[src/rtl/corexy_pkg.sv]
// ---------------------------------------------------------------------------
// corexy_pkg
//   Shared definitions for the CoreXY step/dir receive decoder.
//   - POS_W_DEFAULT : default width of the signed position counters
//   - PERIOD_W      : width of the step-period measurement
//   - DIR_POS/NEG   : dir pin encoding (0 = positive, 1 = negative); this is
//                     the sign bit of the driver's {dir, magnitude} word
//   - chan_state_e  : per-channel pulse FSM state
//   - sm_to_tc / tc_to_sm : sign-magnitude <-> two's complement conversion,
//                     for comparing decoded positions against driver words
// ---------------------------------------------------------------------------
package corexy_pkg;

  localparam int POS_W_DEFAULT = 32;
  localparam int PERIOD_W      = 32;

  localparam logic DIR_POS = 1'b0;
  localparam logic DIR_NEG = 1'b1;

  typedef enum logic {
    CH_IDLE = 1'b0,
    CH_HIGH = 1'b1
  } chan_state_e;

  // {sign, magnitude} -> two's complement. Negative zero maps to zero.
  function automatic logic signed [POS_W_DEFAULT-1:0] sm_to_tc(
    input logic [POS_W_DEFAULT-1:0] sm
  );
    logic signed [POS_W_DEFAULT-1:0] mag;
    mag = {1'b0, sm[POS_W_DEFAULT-2:0]};
    return sm[POS_W_DEFAULT-1] ? -mag : mag;
  endfunction

  // Two's complement -> {sign, magnitude}. The most negative value has no
  // sign-magnitude form; the decoder never produces it because positions
  // saturate symmetrically at +/- signed max.
  function automatic logic [POS_W_DEFAULT-1:0] tc_to_sm(
    input logic signed [POS_W_DEFAULT-1:0] tc
  );
    logic signed [POS_W_DEFAULT-1:0] mag;
    mag = tc[POS_W_DEFAULT-1] ? -tc : tc;
    return {tc[POS_W_DEFAULT-1], mag[POS_W_DEFAULT-2:0]};
  endfunction

endpackage

[src/rtl/step_channel_decoder.sv]
// ---------------------------------------------------------------------------
// step_channel_decoder
//   One motor channel of the step/dir receiver: synchronizes the asynchronous
//   step and dir pins, tracks each high pulse with a small FSM, checks its
//   width and reports a counted step on the falling edge with the direction
//   that was present at the rising edge.
//
//   Optional feature (macro COREXY_DEC_PERIOD_EN): measures the number of clk
//   cycles between the last two counted steps. Without the macro, period is 0.
//
// Ports
//   clk        in   system clock
//   rst        in   synchronous active-high reset
//   step_pin   in   raw step pin (asynchronous)
//   dir_pin    in   raw dir pin (asynchronous), 0 = +, 1 = -
//   clear      in   zeroes the period measurement (FSM keeps its state)
//   step_valid out  one-cycle pulse: a well-formed step completed
//   step_dir   out  direction of that step, valid with step_valid
//   glitch     out  one-cycle pulse: a high pulse shorter than MIN_HIGH ended
//   dir_chg    out  one-cycle pulse: dir moved while step was high
//   period     out  cycles between the last two counted steps
// ---------------------------------------------------------------------------
module step_channel_decoder
  import corexy_pkg::*;
#(
  parameter int MIN_HIGH = 4
) (
  input  logic                clk,
  input  logic                rst,
  input  logic                step_pin,
  input  logic                dir_pin,
  input  logic                clear,
  output logic                step_valid,
  output logic                step_dir,
  output logic                glitch,
  output logic                dir_chg,
  output logic [PERIOD_W-1:0] period
);

  localparam int            WW        = $clog2(MIN_HIGH + 1);
  localparam logic [WW-1:0] WIDTH_SAT = WW'(MIN_HIGH);
  // The rise cycle itself is one high sample and the counter restarts from 0
  // there, so a pulse with MIN_HIGH high samples ends with MIN_HIGH-1 counted.
  localparam logic [WW-1:0] WIDTH_OK  = WW'(MIN_HIGH - 1);

  // Two flops of synchronization plus one history flop for edge detection.
  logic [2:0]    step_sync;
  logic [2:0]    dir_sync;
  logic          step_s;
  logic          step_q;
  logic          dir_s;
  logic          dir_q;
  logic          rise;
  logic          fall;

  chan_state_e   state;
  logic [WW-1:0] width;
  logic          latched_dir;
  logic          count_now;

  assign step_s = step_sync[1];
  assign step_q = step_sync[2];
  assign dir_s  = dir_sync[1];
  assign dir_q  = dir_sync[2];
  assign rise   = step_s & ~step_q;
  assign fall   = ~step_s & step_q;

  assign count_now = (state == CH_HIGH) && fall && (width >= WIDTH_OK);

  // NOTE: sequential state is assigned with <= so every flop samples the
  // pre-edge values; blocking assignments here would chain the sync stages.
  always_ff @(posedge clk) begin
    if (rst) begin
      step_sync <= '0;
      dir_sync  <= '0;
    end else begin
      step_sync <= {step_sync[1:0], step_pin};
      dir_sync  <= {dir_sync[1:0], dir_pin};
    end
  end

  always_ff @(posedge clk) begin
    if (rst) begin
      state       <= CH_IDLE;
      width       <= '0;
      latched_dir <= DIR_POS;
      step_valid  <= 1'b0;
      step_dir    <= DIR_POS;
      glitch      <= 1'b0;
      dir_chg     <= 1'b0;
    end else begin
      step_valid <= 1'b0;
      glitch     <= 1'b0;
      dir_chg    <= 1'b0;
      case (state)
        CH_IDLE: begin
          if (rise) begin
            state       <= CH_HIGH;
            width       <= '0;
            latched_dir <= dir_s;
          end
        end
        CH_HIGH: begin
          if (fall) begin
            state <= CH_IDLE;
            if (count_now) begin
              step_valid <= 1'b1;
              step_dir   <= latched_dir;
            end else begin
              glitch <= 1'b1;
            end
          end else begin
            if (width != WIDTH_SAT) width <= width + WW'(1);
            if (dir_s != dir_q) dir_chg <= 1'b1;
          end
        end
        default: state <= CH_IDLE;
      endcase
    end
  end

`ifdef COREXY_DEC_PERIOD_EN
  localparam logic [PERIOD_W-1:0] PERIOD_SAT = '1;

  // Free-running gap counter; restarts at 1 on each counted step so the value
  // captured at the next step equals the number of cycles between them.
  // It sits saturated after reset/clear, so the first step reports PERIOD_SAT.
  logic [PERIOD_W-1:0] period_cnt;

  always_ff @(posedge clk) begin
    if (rst || clear) begin
      period_cnt <= PERIOD_SAT;
      period     <= '0;
    end else if (count_now) begin
      period     <= period_cnt;
      period_cnt <= PERIOD_W'(1);
    end else if (period_cnt != PERIOD_SAT) begin
      period_cnt <= period_cnt + PERIOD_W'(1);
    end
  end
`else
  logic unused_clear;
  assign unused_clear = clear;
  assign period       = '0;
`endif

endmodule

[src/rtl/corexy_step_decoder.sv]
// ---------------------------------------------------------------------------
// corexy_step_decoder
//   Position monitor on the receive side of a CoreXY step/dir interface.
//   Decodes both motor pulse trains into signed motor positions A/B and the
//   Cartesian positions X = (A+B)>>>1, Y = (A-B)>>>1. Flags malformed pulses
//   and counter saturation with sticky error bits.
//
//   Optional feature (macro COREXY_DEC_PERIOD_EN): per-channel step period
//   measurement on period_a/period_b; otherwise those ports read 0.
//
// Ports
//   clk, rst               clock, synchronous active-high reset
//   step_in_1, dir_in_1    motor A step/dir pins (asynchronous), dir 0 = +
//   step_in_2, dir_in_2    motor B step/dir pins (asynchronous)
//   clear                  zero positions, sticky flags and periods
//   pos_a, pos_b           signed motor positions (update 3 clk after pin fall)
//   pos_x, pos_y           signed Cartesian positions (4 clk after pin fall)
//   half_step              A+B odd: X/Y are truncated by half a step
//   moving                 a step was counted within IDLE_TIMEOUT cycles
//   glitch_err             sticky: a pulse shorter than MIN_HIGH was seen
//   dir_err                sticky: dir changed while step was high
//   ovf_err                sticky: a position counter saturated
//   period_a, period_b     cycles between the last two counted steps
// ---------------------------------------------------------------------------
module corexy_step_decoder
  import corexy_pkg::*;
#(
  parameter int POS_W        = POS_W_DEFAULT,
  parameter int MIN_HIGH     = 4,
  parameter int IDLE_TIMEOUT = 1000
) (
  input  logic                    clk,
  input  logic                    rst,
  input  logic                    step_in_1,
  input  logic                    dir_in_1,
  input  logic                    step_in_2,
  input  logic                    dir_in_2,
  input  logic                    clear,
  output logic signed [POS_W-1:0] pos_a,
  output logic signed [POS_W-1:0] pos_b,
  output logic signed [POS_W-1:0] pos_x,
  output logic signed [POS_W-1:0] pos_y,
  output logic                    half_step,
  output logic                    moving,
  output logic                    glitch_err,
  output logic                    dir_err,
  output logic                    ovf_err,
  output logic [PERIOD_W-1:0]     period_a,
  output logic [PERIOD_W-1:0]     period_b
);

  localparam logic [POS_W-1:0] POS_ONE     = POS_W'(1);
  localparam logic [POS_W-1:0] POS_MAX     = {1'b0, {(POS_W-1){1'b1}}};
  // Symmetric negative limit (-POS_MAX) keeps every position representable
  // in the driver's sign-magnitude form.
  localparam logic [POS_W-1:0] POS_NEG_LIM = ~POS_MAX + POS_ONE;

  localparam int            IW        = $clog2(IDLE_TIMEOUT + 1);
  localparam logic [IW-1:0] IDLE_LAST = IW'(IDLE_TIMEOUT - 1);

  logic valid_a, dir_a, glitch_a, dchg_a;
  logic valid_b, dir_b, glitch_b, dchg_b;

  step_channel_decoder #(.MIN_HIGH(MIN_HIGH)) u_chan_a (
    .clk        (clk),
    .rst        (rst),
    .step_pin   (step_in_1),
    .dir_pin    (dir_in_1),
    .clear      (clear),
    .step_valid (valid_a),
    .step_dir   (dir_a),
    .glitch     (glitch_a),
    .dir_chg    (dchg_a),
    .period     (period_a)
  );

  step_channel_decoder #(.MIN_HIGH(MIN_HIGH)) u_chan_b (
    .clk        (clk),
    .rst        (rst),
    .step_pin   (step_in_2),
    .dir_pin    (dir_in_2),
    .clear      (clear),
    .step_valid (valid_b),
    .step_dir   (dir_b),
    .glitch     (glitch_b),
    .dir_chg    (dchg_b),
    .period     (period_b)
  );

  // Returns {saturated, next_position} for one optional +/-1 step.
  function automatic logic [POS_W:0] step_pos(
    input logic [POS_W-1:0] pos,
    input logic             valid,
    input logic             dir
  );
    logic [POS_W:0] r;
    r = {1'b0, pos};
    if (valid) begin
      if (dir == DIR_POS) begin
        if (pos == POS_MAX) r[POS_W] = 1'b1;
        else                r[POS_W-1:0] = pos + POS_ONE;
      end else begin
        if (pos == POS_NEG_LIM) r[POS_W] = 1'b1;
        else                    r[POS_W-1:0] = pos - POS_ONE;
      end
    end
    return r;
  endfunction

  logic [POS_W-1:0]    next_a;
  logic [POS_W-1:0]    next_b;
  logic                ovf_a;
  logic                ovf_b;
  logic signed [POS_W:0] sum_ab;
  logic signed [POS_W:0] diff_ab;
  logic                unused_diff_lsb;

  // NOTE: every always_comb output gets a value on every path (here via the
  // function's default) so no latch is inferred.
  always_comb begin
    {ovf_a, next_a} = step_pos(pos_a, valid_a, dir_a);
    {ovf_b, next_b} = step_pos(pos_b, valid_b, dir_b);
    // POS_W+1 bits hold A+B and A-B without wrap.
    sum_ab  = $signed({pos_a[POS_W-1], pos_a}) + $signed({pos_b[POS_W-1], pos_b});
    diff_ab = $signed({pos_a[POS_W-1], pos_a}) - $signed({pos_b[POS_W-1], pos_b});
  end

  // A-B has the same parity as A+B, so only the sum's LSB drives half_step.
  assign unused_diff_lsb = diff_ab[0];

  logic          step_seen;
  logic [IW-1:0] idle_cnt;

  // A step landing in the clear cycle is dropped, so it does not count.
  assign step_seen = (valid_a | valid_b) & ~clear;

  always_ff @(posedge clk) begin
    if (rst) begin
      pos_a      <= '0;
      pos_b      <= '0;
      pos_x      <= '0;
      pos_y      <= '0;
      half_step  <= 1'b0;
      glitch_err <= 1'b0;
      dir_err    <= 1'b0;
      ovf_err    <= 1'b0;
    end else if (clear) begin
      pos_a      <= '0;
      pos_b      <= '0;
      pos_x      <= '0;
      pos_y      <= '0;
      half_step  <= 1'b0;
      glitch_err <= 1'b0;
      dir_err    <= 1'b0;
      ovf_err    <= 1'b0;
    end else begin
      pos_a      <= next_a;
      pos_b      <= next_b;
      // Slicing [POS_W:1] of the wide value is the arithmetic shift right by
      // one, truncated back to POS_W (the result always fits).
      pos_x      <= sum_ab[POS_W:1];
      pos_y      <= diff_ab[POS_W:1];
      half_step  <= sum_ab[0];
      glitch_err <= glitch_err | glitch_a | glitch_b;
      dir_err    <= dir_err | dchg_a | dchg_b;
      ovf_err    <= ovf_err | ovf_a | ovf_b;
    end
  end

  always_ff @(posedge clk) begin
    if (rst) begin
      moving   <= 1'b0;
      idle_cnt <= '0;
    end else if (step_seen) begin
      moving   <= 1'b1;
      idle_cnt <= '0;
    end else if (moving) begin
      if (idle_cnt == IDLE_LAST) begin
        moving   <= 1'b0;
        idle_cnt <= '0;
      end else begin
        idle_cnt <= idle_cnt + IW'(1);
      end
    end
  end

endmodule

[config.mk]
export PLATFORM = sky130hd
export DESIGN_NAME = corexy_step_decoder
export DESIGN_NICKNAME = d
export VERILOG_FILES = /design/src/rtl/corexy_pkg.sv /design/src/rtl/step_channel_decoder.sv /design/src/rtl/corexy_step_decoder.sv
export SDC_FILE = /design/constraint.sdc
export NUM_CORES = 1
export LEC_CHECK = 0
export BUFFER_PORTS_ARGS = -buffer_cell sky130_fd_sc_hd__buf_2
export CELL_PAD_IN_SITES_DETAIL_PLACEMENT = 0
export CELL_PAD_IN_SITES_GLOBAL_PLACEMENT = 1
export CORE_ASPECT_RATIO = 0.7
export CORE_UTILIZATION = 46
export CTS_CLUSTER_SIZE = 24
export DETAILED_ROUTE_END_ITERATION = 16
export PLACE_DENSITY = 0.91
export SKIP_LAST_GASP = 1
export SLEW_MARGIN = 20
export SYNTH_ARGS = -nofsm -noshare
export SYNTH_HDL_FRONTEND = slang
export SYNTH_SLANG_ARGS = --single-unit
[constraint.sdc]
create_clock -name clk -period 4.85 [get_ports clk]
set_input_delay 0.2425 -clock clk [delete_from_list [all_inputs] [get_ports clk]]
set_output_delay 0.2425 -clock clk [all_outputs]
set_load 0.02 [all_outputs]
==> run summary <==
status: finished clean
Std-Cell Core Area: 27800 µm²
Congestion Overflow GR: 0
largest driver fanout on the critical path: 23
clock tree from TritonCTS: done
Total Power Consumption: 2.92 mW
FF/Latch Area: 3460 µm²
hold violation count in the final report: 0
Setup Viol. Count Final: 0
count of cells resized by post-cts repair: 0
worst endpoint required time: 5.18 ns
detailed-route via count: 12.4k
sequential element share of the synthesized area: 26.6%
later-pin clock latency in the skew report: 0.45 ns
IO Pins: 204
share of synthesized registers carrying an async set or reset: 0%
initial antenna violation count: 0
cell at the root of the clock tree: clkbuf_16
Post-Syn Instances: 1669
fraction of layout instances using a drive strength above 1: 11.9%
Worst Setup Path Type: flop to flop
Post-synth EDFFs: 0
die area: 29000 µm²
cts-stage hold buffer count: 2
max_slew headroom: 27.1%
ys flop type: dfxtp_1
DRC violation total after the first TritonRoute iteration: 1228
fraction of the cycle the final worst path needs: 75.8%
Num CTS Buffers: 17
number of library cell types mapped by synthesis: 78
initial core utilization: 46.8%
setup repair after global routing missed its margin: no
core occupancy in the finished layout: 51.9%
number of design rule violations left after detail routing: 0
cell total after placement: 2134
setup TNS: 0 ns
max-slew violations: 0
number of warning messages in the yosys log: 0
final std cells w/o fill: 2168
max-cap violations: 0
number of setup buffers added after CTS: 0
min Tclk post-route: 3.68 ns
detailed placer's ending HPWL: 29600 µm
via-per-instance ratio: 5.74
Post-Route Skew: 0.0139 ns
CTS sink count: 173
IO Port Bufs: 139
R2R cell count: 11
Routed wire per std cell: 17.7 µm
number of global-route vias before repair: 11.0k
H-tree levels: 4
Longest Clk Path Bufs: 2
DR pass1 iterations: 5
maximum number of pins on one net before global-route repair: 67
post-route ant nets: 0
GR Util All Layers: 25.9%
total routed wirelength: 38300 µm
power per cell area: 202 nW/µm²
Max rail drop VDD: 0.000239 V
number of cells on the worst hold path: 2
Die H: 143 µm
total of fill cells in the finished design: 2741
Site Rows: 51
crit path launch type: flop
maximum clock rate: 272 MHz
kind of capture point of the worst setup path: flop
Antenna Diode Count: 0
combined area of all synthesized cells: 13000 µm²
CP arrival: 4.01 ns
worst-margin pin slew: 1.08 ns
Leak Pwr: 6.74 nW
global-route wire length before repair: 59200 µm
area of combinational cells with multiple inputs: 8750 µm²
width of the chip: 203 µm
final worst hold slack: 0.0210 ns
FF+latch count, synth: 173
class of the tightest hold or removal check: input port to flop
relative area change from synthesis to final layout: 11.0%
mean cell area of the mapped netlist: 7.79 µm²
net total in the final layout: 1926
clock transition time at the flip-flop clock pins of the worst setup and hold paths: 0.08 ns
weighted congestion at the end of routability-driven global placement: 0.919
critical path, stage by stage (launching register included):
cell and delay [ns]:
dfxtp_1 0.81, buf_4 0.40, ha_1 0.35, a21oi_1 0.38, o21bai_1 0.11, a21oi_1 0.26, o21ai_1 0.15, a221oi_1 0.46
nor3_1 0.08, a211oi_1 0.25, a211oi_1 0.11, o21bai_1 0.19
placed cells by master (no fill, tap or decap), types with 29 or more instances in the layout:
master and count:
nor2b_1 33, dfxtp_1 173, buf_2 139, o21bai_1 31, a21oi_1 169, inv_1 75, nand3_1 52, nand4_1 38
conb_1 64, nor3_1 43, a21o_1 32, nand2_1 90, ha_1 131, xor2_1 29, xnor2_1 63, o21ai_0 36
nor2_1 220
synth_stat cells, drive strengths merged, types with 10 or more instances:
| cell | instances | area share (%) |
|---|---|---|
| nand3 | 53 | 2.1 |
| a211oi | 17 | 1.0 |
| nor2b | 33 | 1.6 |
| o21bai | 31 | 1.8 |
| xnor2 | 63 | 4.2 |
| a21o | 32 | 1.8 |
| ha | 131 | 13 |
| nor3 | 45 | 1.8 |
| a21oi | 169 | 6.5 |
| nor4 | 22 | 1.1 |
| a31oi | 15 | 0.72 |
| dfxtp | 173 | 27 |
| o21a | 15 | 0.87 |
| o21ai | 59 | 2.3 |
| xor2 | 29 | 2.0 |
| clkbuf | 46 | 1.3 |
| or4 | 10 | 0.58 |
| mux2i | 26 | 2.0 |
| nor2 | 221 | 6.4 |
| or3 | 13 | 0.63 |
| nand2b | 18 | 0.87 |
| o31ai | 17 | 0.98 |
| nand4 | 38 | 1.8 |
| buf | 78 | 4.1 |
| nand2 | 91 | 2.6 |
| inv | 87 | 2.5 |
| and3 | 11 | 0.53 |
path summary, 6_finish.rpt:
check | endpoint | startpoint | slack (ns)
worst max register to register | pos_b[31]$_SDFFE_PP0P_ | u_chan_b.step_dir$_SDFFE_PP0P_ | 1.17
worst min register to register | dir_err$_SDFF_PP0_ | u_chan_b.dir_chg$_SDFF_PP0_ | 0.44
worst max-delay path | pos_b[31]$_SDFFE_PP0P_ | u_chan_b.step_dir$_SDFFE_PP0P_ | 1.17
worst min-delay path | u_chan_a.dir_sync[0]$_SDFF_PP0_ | dir_in_1 | 0.02
layout make-up:
class | instances | share of cell area [%]
clock inverter | 15 | 1.19
timing repair buffer | 157 | 5.79
multi-input combinational | 1347 | 60.6
inverter | 88 | 2.29
clock buffer | 17 | 2.95
sequential | 173 | 24.0
tap | 371 | 3.21
through the flow:
| stage | setup slack (ns) | instance area [µm²] |
|---|---|---|
| finish | 1.17 | 14400 |
| global route | 0.945 | 14400 |
| CTS | 1.27 | 14400 |
| detailed placement | 1.30 | 13800 |
| global placement | 1.39 | 13800 |
| floorplan | 1.55 | 13200 |
state kept, by name, indices dropped and copies added (netlist names), 10 cells and up:
name / cells
pos_a: 32
pos_b: 32
pos_x: 32
pos_y: 32
idle_cnt: 10
where the power goes:
part           leakage (nW)  switching [mW]  internal (mW)
Sequential             1.40         0.00444           1.43
Combinational          5.06          0.0822         0.0135
Clock                 0.286           0.665          0.734
Total                  6.74           0.752           2.17
metal layers:
metal	GRT usage, %	up-vias	wire [µm]
li1	-	6096	-
met4	5.62	0	524
met3	5.04	45	2870
met2	37.8	504	15700
met5	0	-	0
met1	38.7	5794	19200
cell families after synthesis:
group / after synthesis / share of synthesized area, %
xor gates and xnor gates: 92 / 6.19
adders and majority gates: 135 / 13.2
and+or+nand+nor: 595 / 22.4
other: 1 / 0.0288
DFF: 173 / 26.6
AOI/OAI and AO/OA: 434 / 21.5
muxes: 27 / 2.09
buffers and inverters: 212 / 8.01
Power figures use the tool's default switching activity.
